**src/rtl/cordic_iter_ctrl.sv**
```systemverilog
// Iterative rotation-mode CORDIC sequencer driving external X/Y update units; owns Z, atan table, quadrant fold.
// Latency: Start edge E0 -> Done in the cycle after edge E0+ITER+1; Start ignored while busy except on the Done cycle.
module cordic_iter_ctrl #(
   parameter int WIDTH  = 16,
   parameter int ITER   = 16,
   parameter int K_INIT = 9949
) (
   input  logic             clk,
   input  logic             rst,
   input  logic             start,
   input  logic [WIDTH-1:0] angle_in,
   input  logic [WIDTH-1:0] cordic_x_i,
   input  logic [WIDTH-1:0] cordic_y_i,
   output logic [WIDTH-1:0] x_o,
   output logic [WIDTH-1:0] y_o,
   output logic [WIDTH-1:0] shifted_x,
   output logic [WIDTH-1:0] shifted_y,
   output logic             enable,
   output logic             busy,
   output logic             done,
   output logic [WIDTH-1:0] sin_out,
   output logic [WIDTH-1:0] cos_out
);

   typedef enum logic [1:0] {S_IDLE, S_LOAD, S_ROT, S_FIN} state_t;

   localparam logic [3:0]       ILAST = 4'(ITER - 1);
   localparam logic [WIDTH-1:0] MIN_V = {1'b1, {(WIDTH-1){1'b0}}};
   localparam logic [WIDTH-1:0] MAX_V = {1'b0, {(WIDTH-1){1'b1}}};

   state_t           state, state_nxt;
   logic [WIDTH-1:0] ang, x, y, z;
   logic [3:0]       idx;
   logic             neg;

   function automatic logic [WIDTH-1:0] atan_lut(input logic [3:0] k);
      int t;
      t = 0;
      case (k)
         4'd0:  t = 8192;
         4'd1:  t = 4836;
         4'd2:  t = 2555;
         4'd3:  t = 1297;
         4'd4:  t = 651;
         4'd5:  t = 326;
         4'd6:  t = 163;
         4'd7:  t = 81;
         4'd8:  t = 41;
         4'd9:  t = 20;
         4'd10: t = 10;
         4'd11: t = 5;
         4'd12: t = 3;
         4'd13: t = 1;
         4'd14: t = 1;
         default: t = 0;
      endcase
      return WIDTH'(t);
   endfunction

   // -(-max negative) cannot be represented, so clamp it to the largest positive value
   function automatic logic [WIDTH-1:0] sat_neg(input logic [WIDTH-1:0] v);
      if (v == MIN_V) return MAX_V;
      return -v;
   endfunction

   always_comb begin
      state_nxt = state;
      case (state)
         S_IDLE: if (start) state_nxt = S_LOAD;
         S_LOAD: state_nxt = S_ROT;
         S_ROT:  if (idx == ILAST) state_nxt = S_FIN;
         S_FIN:  state_nxt = start ? S_LOAD : S_IDLE;
         default: state_nxt = S_IDLE;
      endcase
   end

   assign busy      = (state != S_IDLE);
   assign done      = (state == S_FIN);
   assign x_o       = x;
   assign y_o       = y;
   assign shifted_x = $signed(x) >>> idx;
   assign shifted_y = $signed(y) >>> idx;
   assign enable    = z[WIDTH-1];

   always_ff @(posedge clk or posedge rst) begin
      if (rst) begin
         state   <= S_IDLE;
         ang     <= '0;
         x       <= '0;
         y       <= '0;
         z       <= '0;
         idx     <= '0;
         neg     <= 1'b0;
         sin_out <= '0;
         cos_out <= '0;
      end else begin
         state <= state_nxt;
         case (state)
            S_IDLE: if (start) ang <= angle_in;
            S_LOAD: begin
               // outside +/-pi/2: rotate by pi, then flip the signs of both results at the end
               if (ang[WIDTH-1] ^ ang[WIDTH-2]) begin
                  z   <= ang ^ MIN_V;
                  neg <= 1'b1;
               end else begin
                  z   <= ang;
                  neg <= 1'b0;
               end
               x   <= WIDTH'(K_INIT);
               y   <= '0;
               idx <= '0;
            end
            S_ROT: begin
               x   <= cordic_x_i;
               y   <= cordic_y_i;
               z   <= enable ? (z + atan_lut(idx)) : (z - atan_lut(idx));
               idx <= (idx == ILAST) ? 4'd0 : idx + 4'd1;
            end
            S_FIN: begin
               sin_out <= neg ? sat_neg(y) : y;
               cos_out <= neg ? sat_neg(x) : x;
               if (start) ang <= angle_in;
            end
            default: ;
         endcase
      end
   end

endmodule

```
**config.mk**
```make
export PLATFORM = sky130hd
export DESIGN_NAME = cordic_iter_ctrl
export DESIGN_NICKNAME = d
export VERILOG_FILES = /design/src/rtl/cordic_iter_ctrl.sv
export SDC_FILE = /design/constraint.sdc
export NUM_CORES = 1
export LEC_CHECK = 0
export ABC_AREA = 1
export CORE_ASPECT_RATIO = 1.2
export CORE_MARGIN = 2
export CORE_UTILIZATION = 44
export DETAILED_ROUTE_END_ITERATION = 10
export PLACE_DENSITY = 0.68
export SYNTH_ARGS = -nofsm -noshare
export SYNTH_HDL_FRONTEND = slang
export SYNTH_SLANG_ARGS = --single-unit
```
**constraint.sdc**
```tcl
create_clock -name clk -period 5 [get_ports clk]
set_clock_uncertainty 0.1 [all_clocks]
set_input_delay 1 -clock clk [delete_from_list [all_inputs] [get_ports clk]]
set_output_delay 1 -clock clk [all_outputs]
set_load 0.05 [all_outputs]
```
==> results.ini, run 1 <==
[setup_path]
critical_path_class = flip-flop to output pin
required_ns = 3.90
startpoint = idx[0]
cp.arrival_ns = 3.13
reg2reg_slack_ns = 1.12
worstPathMaxFanout = 43
startpoint_type = flip-flop
critPathCaptureType = output pin
reg2reg_from = idx[0]

[cts]
postCtsSetupBuffers = 0
cts_root_buf = clkbuf_16
cts_max_level = 3
numCtsBuffers = 9
clk_pin_slew_worst_paths_ns = 0.08
cts_resized = 0
hold_buffers = 0
clock_sinks = 103
cts_tree = done
clockBufferDepth = 2
clock_latency_ns = 0.36

[floorplan]
initial_core_util_pct = 44.8
rows = 51
die_h_um = 144
dieWidth_um = 121
core_area_um2 = 16100
ioPinCount = 150
die_area_um2 = 17500

[cells_and_area]
nets = 1207
num_antenna_cells = 0
drive_above_1_share_pct = 6.57
fin_area_um2 = 9130
areaGrowthSynthToFinish_pct = 26.4

[yosys]
synth_edf_count = 0
ys_warn_count = 0
syn_area_um2 = 7230
synthFlopType = dfrtp_1
ys_seq_area_share_pct = 35.7
synth_seq_cells = 103
synth.distinct_cells = 43
netlist_instances = 998
yosysTopAreaCellShare_pct = 35.7
synth_nets = 1083
async_reset_ff_share_pct = 100
synthTopCellsByArea = dfrtp_1 (36%), nand2_1 (12%), o21ai_0 (8.5%), ha_1 (5.7%), a21oi_1 (5.4%)
syn_area_per_cell_um2 = 7.24
yosysTopAreaCell = dfrtp_1

[grt]
grt_pass1_vias = 6761
grt_max_degree = 48
grt_usage_pct = 25.0
grt_pass1_wl_um = 34500
antenna_found_initial = 0
overflow = 0

[timing]
fmax_mhz = 237
fin_crit_sh_pct = 84.6
min_period_ns = 4.23
setup_viol = 0
hold_viol = 0
rsz0062_at_grt = no
tightest_slew_ns = 0.882
fin_setup_tns_ns = 0
drv_slew = 0
slew_headroom_pct = 41.2

[status]
outcome = finished, final reports clean

[place]
place_area_um2 = 8840
place_hpwl_um = 16200
placement.io_buffers = 149
finalWeightedCongestion = 0.906

[route]
wirelength_um = 21600
wl_per_cell_um = 16.1
firstDrtPassIters = 5
num_vias = 7096
ant_nets = 0
drc = 0
drtIter0Drc = 565
viasPerCell = 5.30

[run]
maxCapViolations = 0

[hold_path]
min_path_type = flip-flop to flip-flop
hp-start = sin_out[14]

sequential cells by signal, indices dropped and copies added, names as in the netlist:
signal / cells
sin_out: 16
cos_out: 16
idx: 4
ang: 16
x_o: 16
z: 16
neg: 1
y_o: 16
state: 2
layout by cell type, fill, tap and decap left out, types with 28 or more instances in the layout:
| cell type | n |
|---|---|
| nand2_1 | 232 |
| dfrtp_1 | 103 |
| nand3_1 | 44 |
| ha_1 | 33 |
| xor2_1 | 28 |
| nor2_1 | 74 |
| a21oi_1 | 78 |
| clkdlybuf4s50_1 | 149 |
| o21ai_0 | 123 |
| inv_1 | 98 |
worst paths after layout:
| path | to | depth (start not counted) |
|---|---|---|
| setup reg to reg | z[15] | 21 |
| min in group asynchronous | ang[6] | 2 |
| hold / removal | sin_out[14] | 2 |
| hold reg to reg | sin_out[14] | 2 |
| setup / recovery | shifted_x[9] | 8 |
| max in group asynchronous | sin_out[11] | 3 |
layer usage:
metal | track usage (%) | wire length, um
met1 | 31.3 | 9310
met2 | 43.6 | 10600
met3 | 3.47 | 1020
met4 | 9.67 | 637
met5 | 0 | 0
layout make-up:
| type | instances | area [um^2] |
|---|---|---|
| Clock buffer | 12 | 256 |
| Inverter | 117 | 452 |
| Fill cell | 1566 | 7010 |
| Tap cell | 212 | 265 |
| Clock inverter | 4 | 37.5 |
| Multi-Input combinational cell | 732 | 3960 |
| Timing Repair Buffer | 159 | 1580 |
| Sequential cell | 103 | 2580 |
stage by stage:
| stage | setup slack [ns] | hold WS [ns] | instances | util, % |
|---|---|---|---|---|
| after floorplan | 1.20 | 0.354 | 998 | - |
| after global placement | 1.22 | 0.371 | 1323 | 54.7 |
| after detailed placement | 1.20 | 0.374 | 1323 | 54.7 |
| after CTS | 0.808 | 0.390 | 1339 | 56.6 |
| after global routing | 0.542 | 0.410 | 1339 | 56.6 |
| final | 0.772 | 0.387 | 1339 | 56.6 |
cell usage after synthesis, drive strengths merged, types with 11 or more instances:
| cell type | n |
|---|---|
| o22ai | 11 |
| a31oi | 22 |
| nand2 | 240 |
| nor2 | 80 |
| inv | 113 |
| ha | 33 |
| a21oi | 78 |
| o21ai | 130 |
| nand3 | 47 |
| buf | 22 |
| xor2 | 28 |
| clkbuf | 24 |
| dfrtp | 103 |
critical path, cell delays in order (launching register included):
cell	delay, ns
dfrtp_1	0.73
buf_12	0.27
nand2_1	0.06
o21ai_0	0.12
mux2i_1	0.18
nand2_1	0.08
o21ai_0	0.12
o21ai_0	0.33
clkdlybuf4s50_1	0.87
logic make-up after synthesis:
group           Yosys count  share of synthesized area, %
simple gates            385                          22.3
compound gates          263                          20.1
buf+inv                 163                          9.47
flops                   103                          35.7
fa+ha+maj                34                          5.99
xor+xnor                 33                          4.00
mux                      17                          2.51
Power of run 1 is left out: the tool's default activity adds up to more than one toggle a clock period on the data nets, which glitch-free logic cannot reach.
==> run 2: changes to the inputs <==
- PLACE_DENSITY: 0.68 -> 0.71
- clock period: 5 -> 3.7 ns (I/O delays scaled with it)
==> run 2 against run 1 <==
Critical path depth increased by 13. Sequential share of layout area shrank 1.0 points. Via count hardly changed. Worst setup slack lost 0.50 ns. Final cell count grew 0.22%. Core utilization rose by 2.2 points. Non-clock buffer count grew 3. Wire length grew 0.43%. Flip-flop and latch count unchanged. Hold slack barely moved. Clock-buffer cell count fell by 2. Design area rose by 3.9%.
==> results.ini, run 2 (synthesis gave the netlist of run 1 again) <==
[floorplan]
rows = 51  ; unchanged
dieWidth_um = 121  ; unchanged
initial_core_util_pct = 44.8  ; unchanged
ioPinCount = 150  ; unchanged
core_area_um2 = 16100  ; unchanged
die_area_um2 = 17500  ; unchanged
die_h_um = 144  ; unchanged

[setup_path]
reg2reg_slack_ns = 0.27  ; -0.85 ns
reg2reg_from = idx[1]
r2r_end = z[13]
critPathMaxStageDelay_ns = 0.48  ; -0.39 ns
cp.arrival_ns = 3.57  ; +0.44 ns
critPathCaptureType = flip-flop
startpoint_type = flip-flop
crit_chain = inv_8, ha_1, inv_1, nand2_1, nand2_1, nand2_1, nand2_2, nor2_4, nand2_2, nor2_2, inv_2, o21ai_4, xor2_1, ha_1, inv_1, o21bai_2, o21bai_1, a21oi_1, a21oi_1, o21ai_1, nand2_1
worstPathMaxFanout = 19  ; -56%
critPathSlowestCell = dfrtp_2
critical_path_class = flip-flop to flip-flop
r2r_cells = 21  ; unchanged
crit_top_cell = nand2_1
required_ns = 3.84  ; -0.06 ns
crit_family = compound AO/OA/AOI/OAI gates
critPathBufInv = 4  ; +2

[cts]
cts_root_buf = clkbuf_16
cts_max_level = 3  ; unchanged
hold_buffers = 0  ; unchanged
postCtsSetupBuffers = 0  ; unchanged
clk_pin_slew_worst_paths_ns = 0.07  ; about the same
clock_sinks = 103  ; unchanged
numCtsBuffers = 9  ; unchanged
clock_latency_ns = 0.36  ; about the same
cts_tree = done
clockBufferDepth = 2  ; unchanged

[timing]
drv_slew = 0  ; unchanged
fmax_mhz = 292
slew_headroom_pct = 52.4  ; +11 points
tightest_slew_ns = 0.712  ; -0.170 ns
hold_viol = 0  ; unchanged
min_period_ns = 3.43
rsz0062_at_grt = no
fin_crit_sh_pct = 92.6
setup_viol = 0  ; unchanged
fin_setup_tns_ns = 0  ; unchanged

[grt]
grt_usage_pct = 25.5  ; +0.46 points
grt_pass1_wl_um = 35100  ; +1.6%
grt_pass1_vias = 6822  ; +0.90%
overflow = 0  ; unchanged
antenna_found_initial = 0  ; unchanged
grt_max_degree = 61  ; +27%

[route]
ant_nets = 0  ; unchanged
viasPerCell = 5.29  ; -0.24%
num_vias = 7095  ; -0.014%
drc = 0  ; unchanged
wirelength_um = 21700  ; +0.43%
firstDrtPassIters = 5  ; unchanged
drtIter0Drc = 499  ; -12%
wl_per_cell_um = 16.2  ; +0.20%

[cells_and_area]
stdcell_count = 1342  ; +0.22%
final_common_cell = nand2_1
drive_above_1_share_pct = 9.91  ; +3.3 points
nets = 1210  ; +0.25%
fin_area_um2 = 9480  ; +3.9%
areaGrowthSynthToFinish_pct = 31.3
final_cell_mix = nand2_1 (232), o21ai_0 (123), clkdlybuf4s50_1 (119), dfrtp_1 (102), inv_1 (98)
nFillCells = 1494  ; -4.6%
num_antenna_cells = 0  ; unchanged

[status]
outcome = finished, final reports clean

[run]
maxCapViolations = 0  ; unchanged

[hold_path]
hold_end = sin_out[14]
hp-start = sin_out[14]
min_path_type = flip-flop to flip-flop
min_path_cells = 2  ; unchanged

[place]
finalWeightedCongestion = 0.925  ; +2.1%
placement.io_buffers = 149  ; unchanged
place_hpwl_um = 16400  ; +0.93%
place_area_um2 = 9170  ; +3.8%
dpl.cell_count = 1326  ; +0.23%

==> run 2: worst max-delay path by stage <==
stage | slack, ns | startpoint | cells after the start | end
4_1_cts | 0.25 | idx[1] | 23 | z[15]
2_1_floorplan | 0.16 | rst | 1 | ang[0]
5_1_grt | 0.002 | idx[1] | 21 | z[13]
6_report | 0.27 | idx[1] | 21 | z[13]
3_3_place_gp | 0.38 | idx[1] | 17 | z[13]
3_5_place_dp | 0.27 | idx[1] | 24 | z[11]
==> run 2: worst reg2reg max path: stages (launching register included) <==
cell,delay (ns)
dfrtp_2,0.48
inv_8,0.15
ha_1,0.21
inv_1,0.07
nand2_1,0.08
nand2_1,0.06
nand2_1,0.06
nand2_2,0.10
nor2_4,0.12
nand2_2,0.07
nor2_2,0.09
inv_2,0.05
o21ai_4,0.22
xor2_1,0.23
ha_1,0.31
inv_1,0.13
o21bai_2,0.10
o21bai_1,0.20
a21oi_1,0.18
a21oi_1,0.09
o21ai_1,0.15
nand2_1,0.07
==> run 2: metrics by stage <==
step / setup slack, ns / util [%] / hold slack (ns)
after global placement: 0.378 / 56.8 / 0.369
after CTS: 0.247 / 58.6 / 0.388
after floorplan: 0.156 / - / 0.354
after global routing: 0.00177 / 58.7 / 0.422
final: 0.274 / 58.7 / 0.387
after detailed placement: 0.268 / 56.8 / 0.372
==> run 2: layout make-up <==
type                       instances  area (um^2)  area share (%)
multi-input combinational        732         3980            42.0
clock buffer                      10          239            2.52
clock inverter                     6         52.6           0.554
tap                              212          265            2.80
inverter                         117          454            4.79
timing repair buffer             162         1910            20.2
sequential                       103         2580            27.2
==> run 2: what timing repair did <==
| action | in CTS | in global routing |
|---|---|---|
| endpoints found under the setup margin | 0 | 7 |
| hold endpoints to repair | 0 | 0 |
| gates resized for setup | 0 | 6 |
==> run 2: layer usage <==
metal  GRT usage (%)  up-vias  share of wire [%]
li1                -     3550                  -
met2            43.9      236                 49
met5               0        -                  0
met1            32.2     3276                 43
met4            9.12        0                2.1
met3            4.18       33                5.8
Power of run 2 is left out for the same reason.
==> run 3: changes to the inputs <==
- ABC_AREA: 1 -> default
==> run 3 against run 2 <==
Largest cell class unchanged. Sequential share of layout area shrank 0.58 points. Via count shrank 5.4%. Core utilization rose by 0.85 points. Design area rose by 2.2%. Global-route usage shrank 2.0 points. Register-to-register slack got worse by 0.25 ns. Die area is 1.0% higher. Clock-buffer cell count shrank 1. Fmax decreased by 6.8%. Final cell count shrank 10%. Worst setup slack worse by 0.25 ns. Non-clock buffer count up 42.
==> results.ini, run 3 <==
[timing]
slew_headroom_pct = 44.4  ; -8.1 points
fin_ws_ns = 0.0245  ; -0.249 ns
rsz0062_at_grt = yes
setup_viol = 0  ; unchanged
min_period_ns = 3.68  ; +0.249 ns
tightest_slew_ns = 0.827  ; +0.115 ns
fin_crit_sh_pct = 99.3  ; +6.7 points
fmax_mhz = 272  ; -6.8%
drv_slew = 0  ; unchanged
hold_viol = 0  ; unchanged

[hold_path]
min_path_type = flip-flop to flip-flop
hp-start = ang[3]
hold_end = ang[3]
min_path_cells = 1  ; -1

[yosys]
netlist_instances = 835  ; -16%
synthMostInstantiatedCell = dfrtp_1
synth.distinct_cells = 59  ; +37%
synth_edf_count = 0  ; unchanged
synthTopCellsByArea = dfrtp_1 (35%), a21oi_1 (6.6%), ha_1 (5.7%), nand2_1 (5.1%), mux4_2 (4.9%)
synth_nets = 920  ; -15%
synthFlopType = dfrtp_1
yosysTopAreaCellShare_pct = 35.3  ; -0.37 points
ys_seq_area_share_pct = 35.3  ; -0.37 points
yosysTopAreaCell = dfrtp_1
syn_area_per_cell_um2 = 8.74  ; +21%
async_reset_ff_share_pct = 100  ; unchanged
ys_top_cells_by_count = dfrtp_1 (103), nand2_1 (99), a21oi_1 (96)
ys_warn_count = 0  ; unchanged
synth_seq_cells = 103  ; unchanged
syn_area_um2 = 7300  ; +1.1%

[cells_and_area]
areaGrowthSynthToFinish_pct = 32.8
final_cell_mix = clkdlybuf4s50_1 (119), dfrtp_1 (101), nand2_1 (99), a21oi_1 (89), nor2_1 (75)
final_common_cell = clkdlybuf4s50_1
utilization_pct = 59.6  ; +0.85 points
drive_above_1_share_pct = 17.4  ; +7.5 points
nets = 1074  ; -11%
nFillCells = 1452  ; -2.8%
stdcell_count = 1205  ; -10%
num_antenna_cells = 0  ; unchanged

[setup_path]
r2r_end = z[15]
critical_path_class = flip-flop to flip-flop
r2r_cells = 18  ; -14%
startpoint_type = flip-flop
critPathCaptureType = flip-flop
worstPathMaxFanout = 7  ; -12
cp.arrival_ns = 3.87  ; +0.30 ns
reg2reg_from = idx[0]
required_ns = 3.89  ; +0.05 ns
reg2reg_slack_ns = 0.02  ; -0.25 ns

[route]
drtIter0Drc = 394  ; -21%
drc = 0  ; unchanged
viasPerCell = 5.57  ; +5.4%
firstDrtPassIters = 5  ; unchanged
wl_per_cell_um = 17.1  ; +6.2%
wirelength_um = 20700  ; -4.7%
num_vias = 6715  ; -5.4%
ant_nets = 0  ; unchanged

[floorplan]
ioPinCount = 150  ; unchanged
initial_core_util_pct = 44.9  ; +0.12 points
core_area_um2 = 16300  ; +0.79%
rows = 51  ; unchanged
die_area_um2 = 17600  ; +1.0%
die_h_um = 145  ; +0.51%
dieWidth_um = 122  ; +0.51%

[status]
outcome = finished, final reports clean

[grt]
grt_pass1_vias = 6491  ; -4.9%
overflow = 0  ; unchanged
grt_usage_pct = 23.4  ; -2.0 points
grt_max_degree = 58  ; -4.9%
grt_pass1_wl_um = 33300  ; -5.0%
antenna_found_initial = 0  ; unchanged

[place]
finalWeightedCongestion = 0.945  ; +2.1%
dpl.cell_count = 1177  ; -11%
place_hpwl_um = 15200  ; -7.0%
post-place-ws_ns = -0.0813  ; -0.350 ns
placement.io_buffers = 149  ; unchanged

[cts]
cts_root_buf = clkbuf_16
clockBufferDepth = 2  ; unchanged
clock_sinks = 103  ; unchanged
cts_max_level = 3  ; unchanged
cts_tree = done
clock_latency_ns = 0.36  ; about the same
hold_buffers = 0  ; unchanged
clk_pin_slew_worst_paths_ns = 0.07  ; about the same
numCtsBuffers = 9  ; unchanged

[run]
maxCapViolations = 0  ; unchanged

## run 3: metrics by stage
step | setup TNS [ns] | hold slack (ns) | cell area, um^2
3_3_place_gp | 0 | 0.391 | 9180
5_1_grt | -0.776 | 0.429 | 9700
3_5_place_dp | -0.194 | 0.395 | 9180
6_report | 0 | 0.405 | 9700
4_1_cts | -0.00245 | 0.410 | 9580
2_1_floorplan | -0.366 | 0.367 | 7360
## run 3: layout make-up
| cell class | count | area (um^2) | share of cell area, % |
|---|---|---|---|
| clock inverters | 6 | 86.3 | 0.890 |
| well taps | 212 | 265 | 2.74 |
| clock buffers | 9 | 225 | 2.32 |
| flip-flops and latches | 103 | 2580 | 26.6 |
| repair buffers | 204 | 1950 | 20.1 |
| inverters | 44 | 175 | 1.81 |
| multi-input cells | 627 | 4420 | 45.5 |
## run 3: repair_timing
| action | CTS | global route |
|---|---|---|
| setup buffers | 6 | 7 |
| resized for setup | 11 | 20 |
| setup endpoints to repair | 5 | 11 |
| pin swaps | 9 | 20 |
## run 3: worst max-delay path by stage
stage,from,end,slack [ns],depth (start not counted)
final,idx[0],z[15],0.02,18
after detailed placement,idx[0],z[15],-0.08,18
after CTS,idx[0],z[15],-0.002,17
after global placement,idx[0],z[15],0.08,18
after floorplan,idx[0],z[15],-0.11,17
after global routing,idx[0],z[15],-0.24,18
## run 3: routing by layer
layer / up-vias / routed length [um] / GRT usage [%]
met3: 32 / 926 / 3.89
met2: 187 / 10500 / 39.5
met4: 0 / 427 / 7.59
met1: 3254 / 8800 / 30.5
met5: - / 0 / 0
li1: 3242 / - / -
## run 3: logic make-up after synthesis
logic type	synth area share, %
compound gates	19.8
fa+ha+maj	5.93
simple gates	13.6
flops	35.3
mux	13.0
buf+inv	6.13
xor+xnor	6.24
## run 3: critical path: stages (launching register included)
cell and delay, ns:
dfrtp_2 0.44, buf_6 0.15, ha_4 0.17, buf_4 0.14, nor4_2 0.24, a21oi_1 0.11
nor4b_4 0.33, a21boi_4 0.26, nor2_2 0.07, a21oi_1 0.13, a31oi_1 0.07, ha_1 0.37
a21oi_2 0.21, nand2_1 0.09, a21oi_2 0.12, nor2b_1 0.05, o32a_1 0.18, or3_1 0.31
nand3_1 0.08
Power of run 3 is left out for the same reason.
